--- src/rtl/hdmi_cfg_pkg.sv ---
// Shared types and the fixed ADV7513 register table for the HDMI TX configuration sequencer.
package hdmi_cfg_pkg;

  localparam int CFG_LEN = 12;

  typedef struct packed {
    logic [7:0] regaddr;
    logic [7:0] val;
  } cfg_entry_t;

  // The last entry clears the transmitter's interrupt sources, so a hot-plug line deasserts.
  localparam cfg_entry_t CFG_TABLE [CFG_LEN] = '{
    '{regaddr: 8'h41, val: 8'h10},
    '{regaddr: 8'h98, val: 8'h03},
    '{regaddr: 8'h9A, val: 8'hE0},
    '{regaddr: 8'h9C, val: 8'h30},
    '{regaddr: 8'h9D, val: 8'h61},
    '{regaddr: 8'hA2, val: 8'hA4},
    '{regaddr: 8'hA3, val: 8'hA4},
    '{regaddr: 8'hE0, val: 8'hD0},
    '{regaddr: 8'hF9, val: 8'h00},
    '{regaddr: 8'h15, val: 8'h00},
    '{regaddr: 8'h16, val: 8'h30},
    '{regaddr: 8'h96, val: 8'hFF}
  };

  typedef enum logic [2:0] {
    StPwrup,
    StLoad,
    StXfer,
    StNext,
    StIdle
  } cfg_state_e;

  function automatic cfg_entry_t cfg_lookup(input logic [4:0] idx);
    cfg_entry_t e;
    e = '0;
    for (int i = 0; i < CFG_LEN; i++) begin
      if (idx == 5'(i)) e = CFG_TABLE[i];
    end
    return e;
  endfunction

endpackage

--- src/rtl/hdmi_i2c_write_engine.sv ---
// Fixed-length I2C register write (START, dev/reg/val bytes with ACK slots, STOP) plus the
// quarter-tick divider. A NACK skips straight to STOP and is reported alongside done.
module hdmi_i2c_write_engine #(
  parameter int unsigned CLK_HZ = 50000000,
  parameter int unsigned I2C_HZ = 100000
) (
  input  logic       i_clk,
  input  logic       i_rst_n,
  input  logic       i_start,
  input  logic [6:0] i_dev,
  input  logic [7:0] i_reg,
  input  logic [7:0] i_val,
  input  logic       i_sda,
  output logic       o_tick,
  output logic       o_done,
  output logic       o_nack,
  output logic       o_scl,
  output logic       o_sda_oe
);

  localparam int unsigned QDIV_RAW = CLK_HZ / (4 * I2C_HZ);
  localparam int unsigned QDIV     = (QDIV_RAW == 0) ? 1 : QDIV_RAW;
  localparam logic [6:0]  LAST_Q   = 7'd123;
  localparam logic [6:0]  STOP_Q   = 7'd116;

  logic [31:0] r_div;
  logic        r_busy, r_done, r_nack, r_scl, r_sda;
  logic [6:0]  r_q;
  logic [26:0] r_frame;
  logic        w_tick, w_ack_slot;
  logic [6:0]  w_q_next;

  // Bit periods: 0 idle, 1 START, 2..28 data/ACK, 29..30 STOP. Returns {scl, sda}.
  function automatic logic [1:0] f_bus(input logic [6:0] q, input logic [26:0] frame);
    logic [4:0] b;
    logic [1:0] p;
    logic [1:0] lv;
    b = q[6:2];
    p = q[1:0];
    if (b == 5'd0)       lv = 2'b11;
    else if (b == 5'd1)  lv = {p != 2'd3, p == 2'd0};
    else if (b <= 5'd28) lv = {(p == 2'd1) || (p == 2'd2), frame[5'd28 - b]};
    else if (b == 5'd29) lv = {p != 2'd0, 1'b0};
    else                 lv = 2'b11;
    return lv;
  endfunction

  assign w_tick     = (r_div == QDIV - 1);
  assign w_ack_slot = (r_q[6:2] == 5'd10) || (r_q[6:2] == 5'd19) || (r_q[6:2] == 5'd28);

  always_comb begin
    w_q_next = r_q + 7'd1;
    if (r_nack && (r_q[1:0] == 2'd3) && (r_q < STOP_Q)) w_q_next = STOP_Q;
  end

  always_ff @(posedge i_clk) begin
    if (!i_rst_n) begin
      r_div   <= '0;
      r_busy  <= 1'b0;
      r_done  <= 1'b0;
      r_nack  <= 1'b0;
      r_q     <= '0;
      r_frame <= '0;
      r_scl   <= 1'b1;
      r_sda   <= 1'b1;
    end else begin
      r_done <= 1'b0;
      r_div  <= (w_tick || (i_start && !r_busy)) ? '0 : r_div + 32'd1;
      if (!r_busy) begin
        if (i_start) begin
          r_busy       <= 1'b1;
          r_nack       <= 1'b0;
          r_q          <= '0;
          r_frame      <= {i_dev, 1'b0, 1'b1, i_reg, 1'b1, i_val, 1'b1};
          {r_scl, r_sda} <= 2'b11;
        end
      end else if (w_tick) begin
        if (w_ack_slot && (r_q[1:0] == 2'd2) && i_sda) r_nack <= 1'b1;
        if (r_q == LAST_Q) begin
          r_busy         <= 1'b0;
          r_done         <= 1'b1;
          {r_scl, r_sda} <= 2'b11;
        end else begin
          r_q            <= w_q_next;
          {r_scl, r_sda} <= f_bus(w_q_next, r_frame);
        end
      end
    end
  end

  assign o_tick   = w_tick;
  assign o_done   = r_done;
  assign o_nack   = r_nack;
  assign o_scl    = r_scl;
  assign o_sda_oe = ~r_sda;

endmodule

--- src/rtl/hdmi_tx_cfg_sequencer.sv ---
// ADV7513 init sequencer: power-up delay, table walk with NACK retries, done/error status.
// HDMI_CFG_HPD_REINIT_EN enables re-running the table on a sustained low hdmi_tx_int_n.
module hdmi_tx_cfg_sequencer #(
  parameter int unsigned CLK_HZ    = 50000000,
  parameter int unsigned I2C_HZ    = 100000,
  parameter logic [6:0]  DEV_ADDR  = 7'h39,
  parameter int unsigned RETRY_MAX = 3,
  parameter int unsigned PWRUP_CYC = 10000000
) (
  input  logic       clk_clk,
  input  logic       reset_reset_n,
  input  logic       cfg_start,
  input  logic       hdmi_tx_int_n,
  output logic       i2c_scl,
  output logic       i2c_sda_oe,
  input  logic       i2c_sda_in,
  output logic       cfg_busy,
  output logic       cfg_done,
  output logic       cfg_error,
  output logic [4:0] cfg_index
);

  import hdmi_cfg_pkg::*;

  cfg_state_e  r_state;
  logic [31:0] r_pwr;
  logic [7:0]  r_retry;
  logic        r_busy, r_done, r_err;
  logic [4:0]  r_index;
  logic        r_sda_m, r_sda_s;
  logic        w_tick, w_eng_done, w_eng_nack, w_eng_start, w_hpd, w_restart;
  cfg_entry_t  w_entry;

  assign w_entry     = cfg_lookup(r_index);
  assign w_eng_start = (r_state == StLoad);
  assign w_restart   = cfg_start | w_hpd;

  always_ff @(posedge clk_clk) begin
    if (!reset_reset_n) begin
      r_sda_m <= 1'b1;
      r_sda_s <= 1'b1;
    end else begin
      r_sda_m <= i2c_sda_in;
      r_sda_s <= r_sda_m;
    end
  end

`ifdef HDMI_CFG_HPD_REINIT_EN
  logic       r_int_m, r_int_s;
  logic [3:0] r_int_cnt;

  // Counts consecutive low quarter-ticks while idle; the 16th one triggers a restart.
  always_ff @(posedge clk_clk) begin
    if (!reset_reset_n) begin
      r_int_m   <= 1'b1;
      r_int_s   <= 1'b1;
      r_int_cnt <= '0;
    end else begin
      r_int_m <= hdmi_tx_int_n;
      r_int_s <= r_int_m;
      if ((r_state != StIdle) || r_int_s) r_int_cnt <= '0;
      else if (w_tick && (r_int_cnt != 4'd15)) r_int_cnt <= r_int_cnt + 4'd1;
    end
  end

  assign w_hpd = (r_state == StIdle) && !r_int_s && w_tick && (r_int_cnt == 4'd15);
`else
  logic w_unused_int;
  assign w_unused_int = hdmi_tx_int_n ^ w_tick;
  assign w_hpd        = 1'b0;
`endif

  always_ff @(posedge clk_clk) begin
    if (!reset_reset_n) begin
      r_state <= StPwrup;
      r_pwr   <= '0;
      r_retry <= '0;
      r_busy  <= 1'b0;
      r_done  <= 1'b0;
      r_err   <= 1'b0;
      r_index <= '0;
    end else begin
      unique case (r_state)
        StPwrup: begin
          r_busy <= 1'b1;
          if (r_pwr == PWRUP_CYC - 1) begin
            r_retry <= '0;
            r_state <= StLoad;
          end else begin
            r_pwr <= r_pwr + 32'd1;
          end
        end
        StLoad: r_state <= StXfer;
        StXfer: begin
          if (w_eng_done) begin
            if (!w_eng_nack) begin
              r_state <= StNext;
            end else if (r_retry < 8'(RETRY_MAX)) begin
              r_retry <= r_retry + 8'd1;
              r_state <= StLoad;
            end else begin
              r_err   <= 1'b1;
              r_busy  <= 1'b0;
              r_state <= StIdle;
            end
          end
        end
        StNext: begin
          if (r_index == 5'(CFG_LEN - 1)) begin
            r_done  <= 1'b1;
            r_busy  <= 1'b0;
            r_state <= StIdle;
          end else begin
            r_index <= r_index + 5'd1;
            r_retry <= '0;
            r_state <= StLoad;
          end
        end
        StIdle: begin
          if (w_restart) begin
            r_done  <= 1'b0;
            r_err   <= 1'b0;
            r_index <= '0;
            r_retry <= '0;
            r_busy  <= 1'b1;
            r_state <= StLoad;
          end
        end
        default: r_state <= StIdle;
      endcase
    end
  end

  hdmi_i2c_write_engine #(
    .CLK_HZ (CLK_HZ),
    .I2C_HZ (I2C_HZ)
  ) u_engine (
    .i_clk    (clk_clk),
    .i_rst_n  (reset_reset_n),
    .i_start  (w_eng_start),
    .i_dev    (DEV_ADDR),
    .i_reg    (w_entry.regaddr),
    .i_val    (w_entry.val),
    .i_sda    (r_sda_s),
    .o_tick   (w_tick),
    .o_done   (w_eng_done),
    .o_nack   (w_eng_nack),
    .o_scl    (i2c_scl),
    .o_sda_oe (i2c_sda_oe)
  );

  assign cfg_busy  = r_busy;
  assign cfg_done  = r_done;
  assign cfg_error = r_err;
  assign cfg_index = r_index;

endmodule
--- config.mk ---
export PLATFORM = sky130hd
export DESIGN_NAME = hdmi_tx_cfg_sequencer
export DESIGN_NICKNAME = d
export VERILOG_FILES = /design/src/rtl/hdmi_cfg_pkg.sv /design/src/rtl/hdmi_i2c_write_engine.sv /design/src/rtl/hdmi_tx_cfg_sequencer.sv
export SDC_FILE = /design/constraint.sdc
export NUM_CORES = 1
export LEC_CHECK = 0
export ABC_AREA = 1
export ABC_CLOCK_PERIOD_IN_PS = 2800
export CORE_MARGIN = 5
export CORE_UTILIZATION = 60
export CTS_BUF_LIST = sky130_fd_sc_hd__clkbuf_2 sky130_fd_sc_hd__clkbuf_4 sky130_fd_sc_hd__clkbuf_8
export DETAILED_ROUTE_END_ITERATION = 7
export PLACE_DENSITY_LB_ADDON = 0.25
export SKIP_LAST_GASP = 1
export SLEW_MARGIN = 25
export SYNTH_ARGS = -nofsm -noshare
export SYNTH_HDL_FRONTEND = slang
export SYNTH_HIERARCHICAL = 1
export SYNTH_SLANG_ARGS = --single-unit
--- constraint.sdc ---
create_clock -name clk_clk -period 2.8 [get_ports clk_clk]
set_input_delay 0.7 -clock clk_clk [delete_from_list [all_inputs] [get_ports clk_clk]]
set_output_delay 0.7 -clock clk_clk [all_outputs]
set_load 0.01 [all_outputs]
# [Word-level counts from Yosys, hierarchy flattened]
# Index checks and enable logic that the tools add are counted.
[op_classes] n_addsub=6 magnitude_cmp=4 n_eq_ne=39 mux=69 bitwise_logic=4 reduce_logical=32
[op_table] op="2-to-1 mux 16 bit" n=11
[op_table] op="adder 32 x 1 -> 32 bit, second input constant" n=2
[op_table] op="2-to-1 mux 8 bit" n=6
[op_table] op="2-to-1 mux 7 bit" n=5
[op_table] op="== test 32 x 24 -> 1 bit, second input constant" n=1
[op_table] op="== test 32 x 7 -> 1 bit, second input constant" n=1
[op_table] op="case mux 8 bit (4 select lines)" n=1
[op_table] op="2-to-1 mux 1 bit" n=27
[op_table] op="== test 5 x 4 -> 1 bit, second input constant" n=5
[op_table] op="== test 5 x 3 -> 1 bit, second input constant" n=4
[op_table] op="!= test 2 bit, second input constant" n=10
[op_table] op="2-to-1 mux 3 bit" n=6
[op_table] op="AND reduction 3 bit" n=6
[op_table] op="== test 5 bit, second input constant" n=3
[op_table] op="2-to-1 mux 15 bit" n=1
[op_table] op="case mux 3 bit (5 select lines)" n=1
[op_table] op="== test 5 x 1 -> 1 bit, second input constant" n=2
[op_table] op="== test 5 x 2 -> 1 bit, second input constant" n=2
[op_table] op="zero test 5 bit" n=2
[op_table] op="2-to-1 mux 5 bit" n=2
[op_table] op="case mux 5 bit (2 select lines)" n=1
[op_table] op="adder 8 x 1 -> 8 bit, second input constant" n=1
[op_table] op="less-than comparator 8 x 2 -> 1 bit, second input constant" n=1
[op_table] op="2-to-1 mux 2 bit" n=4
[op_table] op="29 further kinds" n=49
[word_totals] reg_bits=116 in_bits=5 out_inout_bits=10

# [Depth between registers and ports, before layout]
# Gate-level depths: netlist (run 1).
[logic_depth] depth_word=13 depth_mapped=21

# [Modules after synthesis]
# Netlist (run 1), hierarchy kept.
[by_module_without_submodules] mod="hdmi_i2c_write_engine" n_inst=1 cells_each=553 area_per_inst_um2=3722.3
[by_module_without_submodules] mod="hdmi_tx_cfg_sequencer" n_inst=1 cells_each=582 area_per_inst_um2=3482.1

# [Worst setup path before layout (run 1)]
# OpenSTA, ideal clock, no wires.
[synth_path] kind="reg-to-reg" start="register u_engine.r_q[0]" end="register u_engine.r_sda" t_arrival_ps=2342 required_time_ps=2688 setup_slack_ps=346 stages_incl_launch_ff=22 n_path_buf=3 synth_period_minus_slack_ps=2454 path_cell_list="dfxtp_1 > ha_1 > nand2_1 > o21bai_4 > buf_6 > buf_6 > inv_1 > nor2_1 > inv_1 > ha_1 > buf_2 > inv_1 > nand3_1 > nand3_1 > nand3_1 > nand2_1 > nand2_1 > nand3_1 > nand2_1 > nand2_1 > nand2_1 > nand2_1"
[synth_via] elab_chain_cells=13
[synth_rtl] item="from (decl)" line_no="hdmi_i2c_write_engine.sv:28" source="logic [6:0] r_q;"
[synth_rtl] item="from (signal assigned)" line_no="hdmi_i2c_write_engine.sv:84" source="r_q <= w_q_next;"
[synth_rtl] item="branches (longest 10 deep; another with less-than comparator 7 bit)"
[synth_rtl] item="2-to-1 mux 1 bit *" line_no="hdmi_i2c_write_engine.sv:79" source="if (r_q == LAST_Q) begin"
[synth_rtl] item="2-to-1 mux 1 bit *" line_no="hdmi_i2c_write_engine.sv:77" source="end else if (w_tick) begin"
[synth_rtl] item="2-to-1 mux 1 bit *" line_no="hdmi_i2c_write_engine.sv:69" source="if (!r_busy) begin"
[synth_rtl] item="to (signal assigned)" line_no="hdmi_i2c_write_engine.sv:85" source="{r_scl, r_sda} <= f_bus(w_q_next, r_frame);"
[synth_rtl] item="to (decl)" line_no="hdmi_i2c_write_engine.sv:27" source="logic r_busy, r_done, r_nack, r_scl, r_sda;"
# Mark *: on every way between the ends. The select of a mux whose other input is x is not followed.
# A chain may end at the register's enable or synchronous reset.

# [Final worst setup path (run 1)]
# Same ends and word-level chain as after synthesis.

==> results summary, run 1 <==
The flow ran to the end, and the final reports show no timing, DRC or antenna violations. The buffer and inverter count on the worst path is 2. The total area inside the core boundary comes to roughly 0.012 mm2. The startpoint-to-endpoint class of the critical path is flop to flop. Dividing the final minimum period by the clock period gives 0.912. Summed over all cells, the static leakage comes to roughly 3.2 nW. The residual overflow from global routing is 0. The critical path starts at u_engine/r_q[0].

Across the run, the number of max-cap violations was 0. The deepest clock path buffer count came out at 2. In this run, CTS created clock tree buffers numbering 17. In the post-synthesis netlist, the biggest area contributors are dfxtp_1 (34%), nand2_1 (17%), nor2_1 (8.6%). The worst setup path is launched from a flop. The TritonCTS clock tree is done. The number of enable-type register cells in the synthesized netlist is 0. The setup fix buffers added after clock tree synthesis is 0.

Counting stages on the worst path, the most repeated cell is nand2_1. The count of cells along the worst register-to-register path came out at 18. The quantity of hold-fixing buffers added after cts came out at 0. The slack of the worst reg-to-reg path came out at 0.25 ns.

The number of diodes is 0. Following the worst setup path forward leads to its endpoint at u_engine/r_sda. The total number of placement rows came out at 40. The synthesis-stage register bit count is around 120. The number of max-slew violations in the final report came out at 0. The floorplan die width came out at around 120 um. The post-layout net count is about 1200.

The utilization of the core after routing came out at 0.657. The initial utilization of the core area, before any placement, comes to 0.605. For this run, the total global-route usage over all layers was measured as 0.229. The via count of the first global-routing pass came to about 6400.

For this run, the top clock speed supported by timing is 392 MHz. The sum of net half-perimeters after detailed placement came out at around 11000 um. The die footprint came out at 0.0143 mm2.

The root buffer cell chosen for the clock tree is clkbuf_8. The mean post-synth cell area is about 6.3 um2. The routability congestion estimate from global placement came out at roughly 0.93. The clock drives roughly 120 sinks. The launch instance of the worst register-to-register path is u_engine/r_q[0]. The number of failing hold endpoints at the final stage came out at 0. The multi-input logic area is about 0.0041 mm2.

The signal on the critical path passes through ha_1 -> nand2_1 -> o21bai_4 -> nand2_2 -> inv_1 -> ha_1 -> inv_1 -> nand3_1 -> nand2_1 -> nand3_1 -> nand3_1 -> nand2_1 -> nand2_1 -> nand3_1 -> nand2_1 -> nand2_1 -> nand2_1 -> nand2_1. The first global-routing pass estimated 27500 um of wire. The portion of synthesized cell area occupied by the leading cell type is 0.336.

The unique cell type count in the Yosys netlist is 47. Setup repair after global routing left no endpoint under its margin. In this run, the number of DRC markers left after iteration 0 of detailed routing was 490. The tightest min-delay check is of the flop to flop type. The library cell used most frequently in the layout, excluding fill and tap cells, is nand2_1. The number of antenna violations at the first check in global routing was 0.

The setup clock skew after layout is between 0.009 and 0.01 ns. The Yosys step of the flow raised 6 warnings. The final non-filler cell total came out at around 1300. The total number of cells along the worst setup path is 18. The total wire length is around 16000 um.

The number of optimization iterations in the first detailed-route pass came out at 5. The cell count after synthesis came out at roughly 1100. The normalized max-slew margin came out at 0.365. On the critical path, the stage with the largest delay is an instance of dfxtp_1. At the pin with the least slew margin, the transition time is 0.951 ns. The post-synthesis cell area came out at between 0.007 and 0.008 mm2. The number of top-level pins is 15.

In this run the worst path has a maximum fanout of 7. The worst vdd rail ir drop came out at roughly 0.30 mV. After detailed routing, the number of vias per cell comes to between 5 and 6. The fill cell total of the finished layout came out at 1084. The later-pin clock latency in the skew report came out at approximately 0.45 ns. The quantity of I/O buffers inserted on ports came out at 13.

At the worst endpoint, the required time is between 3 and 4 ns. The maximum number of pins on one net before global-route repair came out at 45. The endpoint identified for the worst register-to-register timing path is u_engine/r_sda. The number of cells in the design after placement is about 1300. The gate family responsible for the most delay along the worst path is simple AND/OR/NAND/NOR gates. The number of H-tree levels came out at 4.

The routed wirelength normalized by instance count is 12.0 um. The most used flip-flop cell after synthesis is dfxtp_1. The vertical die dimension came out at approximately 120 um.

The arrival time at the worst endpoint came out at about 2.9 ns. Leaving out fill and tap cells, the most frequent cells in the layout are nand2_1 (319), nor2_1 (166), inv_1 (141). The cell taking the most area after synthesis is dfxtp_1. The highest cell delay on the worst timing path is about 0.44 ns.

For this run, asynchronously set or reset flops after synthesis account for 0. The register area came out at 0.00242 mm2. The number of remaining DRC errors is 0.

The endpoint class of the critical path is a flop. The time the worst path needs with I/O delays and setup came out at 2.55 ns. The setup violation total in the final timing report came out at 0.

The number of vias after detailed routing is approximately 6900. The share of post-route cells with drive strength above 1 is 0.0729. The sequential cell area fraction in the yosys report came out at 0.336. After clock tree synthesis, the clock-pin slew on the worst setup and hold paths is around 0.070 ns. The signed area change from the synthesized netlist to the final layout came out at 8.60%.

Power spread over the standard cell area amounts to 429 mW/mm2. Summed over all failing endpoints, the final setup total negative slack is 0 ns. The post-CTS resize count came out at 0. The number of antenna-violating nets in the routed design is 0.
-- per-stage QoR --
stage          cell area (um2)  hold WS (ns)  power [mW]  worst slack [ns]
6_report                  7820         0.422        3.36             0.247
5_1_grt                   7820         0.426        3.48            0.0190
4_1_cts                   7820         0.417        3.40             0.146
3_5_place_dp              7430         0.401        1.86             0.214
3_3_place_gp              7430         0.399        1.86             0.247
2_1_floorplan             7220         0.393        1.83             0.346
-- flip-flops by register name, summed over array words and instances (netlist names) --
name / flops
cfg_busy: 1
cfg_done: 1
cfg_error: 1
cfg_index: 5
r_pwr: 32
r_retry: 8
r_sda_m: 1
r_sda_s: 1
r_state: 3
u_engine/o_done: 1
u_engine/o_nack: 1
u_engine/o_scl: 1
u_engine/r_busy: 1
u_engine/r_div: 32
u_engine/r_frame: 24
u_engine/r_q: 7
u_engine/r_sda: 1
-- layer usage --
layer | vias to the layer above | routed length [um] | GRT usage
li1 | 3658 | - | -
met1 | 3075 | 7720 | 0.306
met5 | - | 0 | 0
met2 | 155 | 7050 | 0.360
met3 | 36 | 710 | 0.0547
met4 | 0 | 299 | 0.0852
-- layout make-up --
class / count / area share
flip-flops and latches: 121 / 0.310
multi-input cells: 847 / 0.521
clock inverters: 9 / 0.0125
repair buffers: 24 / 0.0272
clock buffers: 21 / 0.0369
well taps: 147 / 0.0235
inverters: 144 / 0.0691
-- logic make-up after synthesis --
logic type / synth area share
flip-flops: 0.336
adder cells (fa/ha/maj): 0.0208
AND/OR/NAND/NOR: 0.402
buffers and inverters: 0.101
other: 0.00104
XOR/XNOR: 0.0254
AO/OA/AOI/OAI: 0.114
-- worst register-to-register path, stage by stage (launching register included) --
cell and delay (ns):
dfxtp_1 0.44, ha_1 0.31, nand2_1 0.09, o21bai_4 0.22, nand2_2 0.16, inv_1 0.10
ha_1 0.23, inv_1 0.12, nand3_1 0.09, nand2_1 0.15, nand3_1 0.10, nand3_1 0.08
nand2_1 0.05, nand2_1 0.06, nand3_1 0.07, nand2_1 0.06, nand2_1 0.05, nand2_1 0.05
nand2_1 0.04
-- synth_stat cells (6+ instances only) --
cell / n
clkbuf_1: 16
nor2_2: 6
nor4_1: 9
ha_1: 12
nand3_1: 84
xor2_1: 16
dfxtp_1: 121
o21ai_0: 49
a21oi_1: 76
inv_1: 141
nand4_1: 16
a21oi_2: 10
nor3_1: 17
nand2_2: 7
nor2_1: 166
nand2_1: 319
nand3b_1: 13
-- worst min path at each step --
stage                 start      end  slack, ns  depth (start not counted)
global placement    r_sda_m  r_sda_s       0.40                          1
detailed placement  r_sda_m  r_sda_s       0.40                          1
global route        r_sda_m  r_sda_s       0.43                          1
finish              r_sda_m  r_sda_s       0.42                          1
floorplan           r_sda_m  r_sda_s       0.39                          1
CTS                 r_sda_m  r_sda_s       0.42                          1
-- where the power goes --
| part | internal (mW) | leakage (nW) | switching [mW] | total (mW) |
|---|---|---|---|---|
| Combinational | 0.0259 | 1.99 | 0.0530 | 0.0789 |
| Clock | 0.864 | 0.203 | 0.676 | 1.54 |
| Sequential | 1.73 | 0.977 | 0.00931 | 1.74 |
| Total | 2.62 | 3.17 | 0.738 | 3.36 |
Power figures use the tool's default switching activity.
==> run 2, diff against run 1 <==
Settings changed: ABC_AREA 1 to not set, CTS_BUF_LIST sky130_fd_sc_hd__clkbuf_2 sky130_fd_sc_hd__clkbuf_4 sky130_fd_sc_hd__clkbuf_8 to not set.
==> run 2 against run 1 <==
Sequential power up 10%. Combinational power rose to 9.5 times the previous value. Non-clock buffer count up 13. Setup slack worse by 0.072 ns. Critical path depth down 8. First-iteration DRC count down 23%. Highest routed layer unchanged.
==> results summary, run 2 <==
The post-place instance area came out at between 0.006 and 0.007 mm2. Derived from the worst setup path, the maximum achievable clock frequency is 381 MHz. The post-detailed-route via-to-cell ratio is approximately 6. Yosys printed 6 warnings. The setup clock skew after layout is roughly 0.008 ns. In the finished design, the share of the clock period the worst path needs comes to 0.938.

The worst setup path is captured at a flop. The residual overflow from global routing came out at 0. The ratio of total power to cell area came out at around 650 mW/mm2. The floorplan has 38 rows. The sequential cell area fraction in the yosys report is 0.368.

After synthesis, the cell types taking the most area are dfxtp_1 (37%), nand2_1 (5.4%), nor2_1 (5.0%). The instance count of the mapped netlist came out at 800. Setup repair after global routing left no endpoint under its margin. The routed wirelength normalized by instance count came out at roughly 15 um. The vertical die dimension came out at 115 um. The fraction of registers with async set or reset after synthesis came out at 0. The dominant cell type by count on the critical path is buf_4. Clock latency on the worst-skew pair, taken at its later pin, is ~0.53 ns.

The sum of net half-perimeters after detailed placement is 9670 um. The slowest stage of the critical path is the ha_2 cell. The number of vias after detailed routing came out at 5775. The deepest clock path buffer count is 2. The buffer and inverter count on the worst path came out at 2. Summed over all instances, the cell type with the most area after synthesis is dfxtp_1.

Max-cap violations in this run came to 0. The master cell of the clock root buffer is clkbuf_8. The initial core utilization came out at 0.610.

The most common cell in the synthesized netlist is dfxtp_1. The kind of start point of the critical path is a flop. The signal on the critical path passes through buf_4 -> nand3_1 -> xnor2_1 -> o21ai_0 -> buf_4 -> ha_2 -> mux4_1 -> mux2_2 -> a2111oi_4 -> a211oi_2. Yosys mapped a number of flops with a built-in enable equal to 0. The critical path in this run is classified as flop to flop. The floorplan die width came out at approximately 110 um.

0 antenna diodes ended up in the layout. Adding up every negative setup slack in the final design gives 0 ns. The primary flip-flop cell chosen by synthesis mapping is dfxtp_1. The highest cell delay on the worst timing path came out at ~0.39 ns.

The number of failing hold endpoints at the final stage came to 0. Clock-pin slew was measured on the worst setup and hold paths at approximately 0.060 ns. The routed design could run at a clock period as short as approximately 2.6 ns. The number of antenna-violating nets in the routed design came out at 0. The number of max-slew violations in the final report was 0. For this design the static power due to leakage is about 2.6 nW. Of the cells placed in the final design, the portion with a size suffix greater than 1 is 0.0995. The arrival time at the worst endpoint is ~3 ns. In the routed design, unresolved DRC markers number 0.

The quantity of I/O buffers inserted on ports is 13. The signed area change from the synthesized netlist to the final layout came out at 13.5%. The total wire length came out at around 14000 um. The worst-margin pin slew came out at 0.610 ns. The number of antenna violations at the first check in global routing is 0. The via count of the first global-routing pass came out at about 5600. The clock net sink count is between 100 and 150. The synthesis-stage register bit count is 121. The cell family contributing the most delay on the critical path is multiplexers. With fillers left out, the area of the finished cells amounts to between 0.007 and 0.008 mm2. The mean post-synth cell area is approximately 8 um2. Entering global routing, the biggest net connects 34 pins.

The TritonCTS clock tree is done. The largest registers in the layout are r_pwr x32, u_engine/r_div x32, u_engine/r_frame x24. In the layout the commonest cells are dfxtp_1 (121), nand2_1 (95), nor2_1 (87).

The setup violation total in the final timing report is 0. Leaving out fill and tap cells, the most frequent cell in the layout is dfxtp_1. In this run the worst path has a maximum fanout of 7. Sorting the synthesized cells by how often they occur yields dfxtp_1 (121), nand2_1 (95), nor2_1 (87).

The global-route usage over all layers is 0.233. Summing every instance area after synthesis gives 0.00658 mm2. The region available for standard cell placement spans 0.0108 mm2.

The number of H-tree levels came out at 4. The post-CTS resize count came out at 0. IR analysis of the VDD net gives a maximum drop of ~0.65 mV. The number of violations reported at the end of detailed-routing iteration 0 came out at about 380. The number of top-level pins is 15. The post-layout net count came out at 830. The share of synthesized area in the top cell type comes to 0.368. The worst hold path begins at r_sda_m. The congestion estimate from routability-driven global placement came to just under 0.9. The unique cell type count in the Yosys netlist came out at 81. The setup fix buffers added after clock tree synthesis came out at 0. The startpoint identified for the worst register-to-register timing path is u_engine/r_q[0]. The total power of the final layout is approximately 4.8 mW.

The run finished with clean final reports. The number of optimization iterations in the first detailed-route pass is 5. The path class of the tightest hold or removal check is flop to flop. Data on the critical path is required at its endpoint by between 3 and 4 ns.

The number of clock buffers added by TritonCTS is 17. The die covers approximately 0.013 mm2. Headroom to the max-slew limit came out at 0.592. The first global-routing pass estimated 25200 um of wire. The most critical setup path has its startpoint at u_engine/r_q[0]. Buffers inserted to repair hold after CTS numbered 0.
run 2: layer usage:
layer / up-vias / global-route usage / part of all wire
met3: 22 / 0.0542 / 0.036
met5: - / 0 / 0
met4: 0 / 0.0892 / 0.015
li1: 2875 / - / -
met2: 115 / 0.409 / 0.51
met1: 2763 / 0.276 / 0.44
run 2: path summary, 6_finish.rpt:
kind	slack, ns	cells after the start	endpoint
setup reg to reg	0.17	10	u_engine/r_sda
hold reg to reg	0.44	1	r_sda_s
hold / removal	0.44	1	r_sda_s
setup / recovery	0.17	10	u_engine/r_sda
run 2: cells by family (layout without fill, tap and decap cells):
group | count (synthesis) | count (layout) | synth area share
other | 2 | 7 | 0.00114
AO/OA/AOI/OAI | 173 | 173 | 0.178
buffers and inverters | 74 | 93 | 0.0490
multiplexers | 15 | 15 | 0.0342
AND/OR/NAND/NOR | 357 | 357 | 0.282
XOR/XNOR | 46 | 46 | 0.0652
adder cells (fa/ha/maj) | 12 | 12 | 0.0228
flip-flops | 121 | 121 | 0.368
run 2: stage by stage:
step | hold WS (ns) | util | instances | setup WS [ns]
floorplan | 0.386 | - | 805 | 0.0269
global placement | 0.406 | 0.637 | 934 | 0.137
detailed placement | 0.414 | 0.637 | 934 | 0.0630
CTS | 0.446 | 0.691 | 964 | 0.0579
global route | 0.484 | 0.692 | 964 | 0.0275
finish | 0.438 | 0.692 | 964 | 0.175
run 2: layout make-up:
cell class	instances	area, um2
fill	845	3320
tap	140	175
clock inverter	7	118
clock buffer	23	467
timing repair buffer	37	323
multi-input combinational	610	3870
sequential	121	2420
inverter	26	97.6
run 2: where the power goes:
group	leakage [nW]	switching (mW)	internal, mW
registers	0.977	0.100	1.82
clock network	0.276	0.754	1.41
logic	1.33	0.458	0.292
total	2.59	1.31	3.52
run 2: worst register-to-register path, cell delays in order, from the launching register on:
cell and delay [ns]:
dfxtp_1 0.38, buf_4 0.15, nand3_1 0.08, xnor2_1 0.20, o21ai_0 0.12, buf_4 0.16
ha_2 0.39, mux4_1 0.29, mux2_2 0.31, a2111oi_4 0.36, a211oi_2 0.07
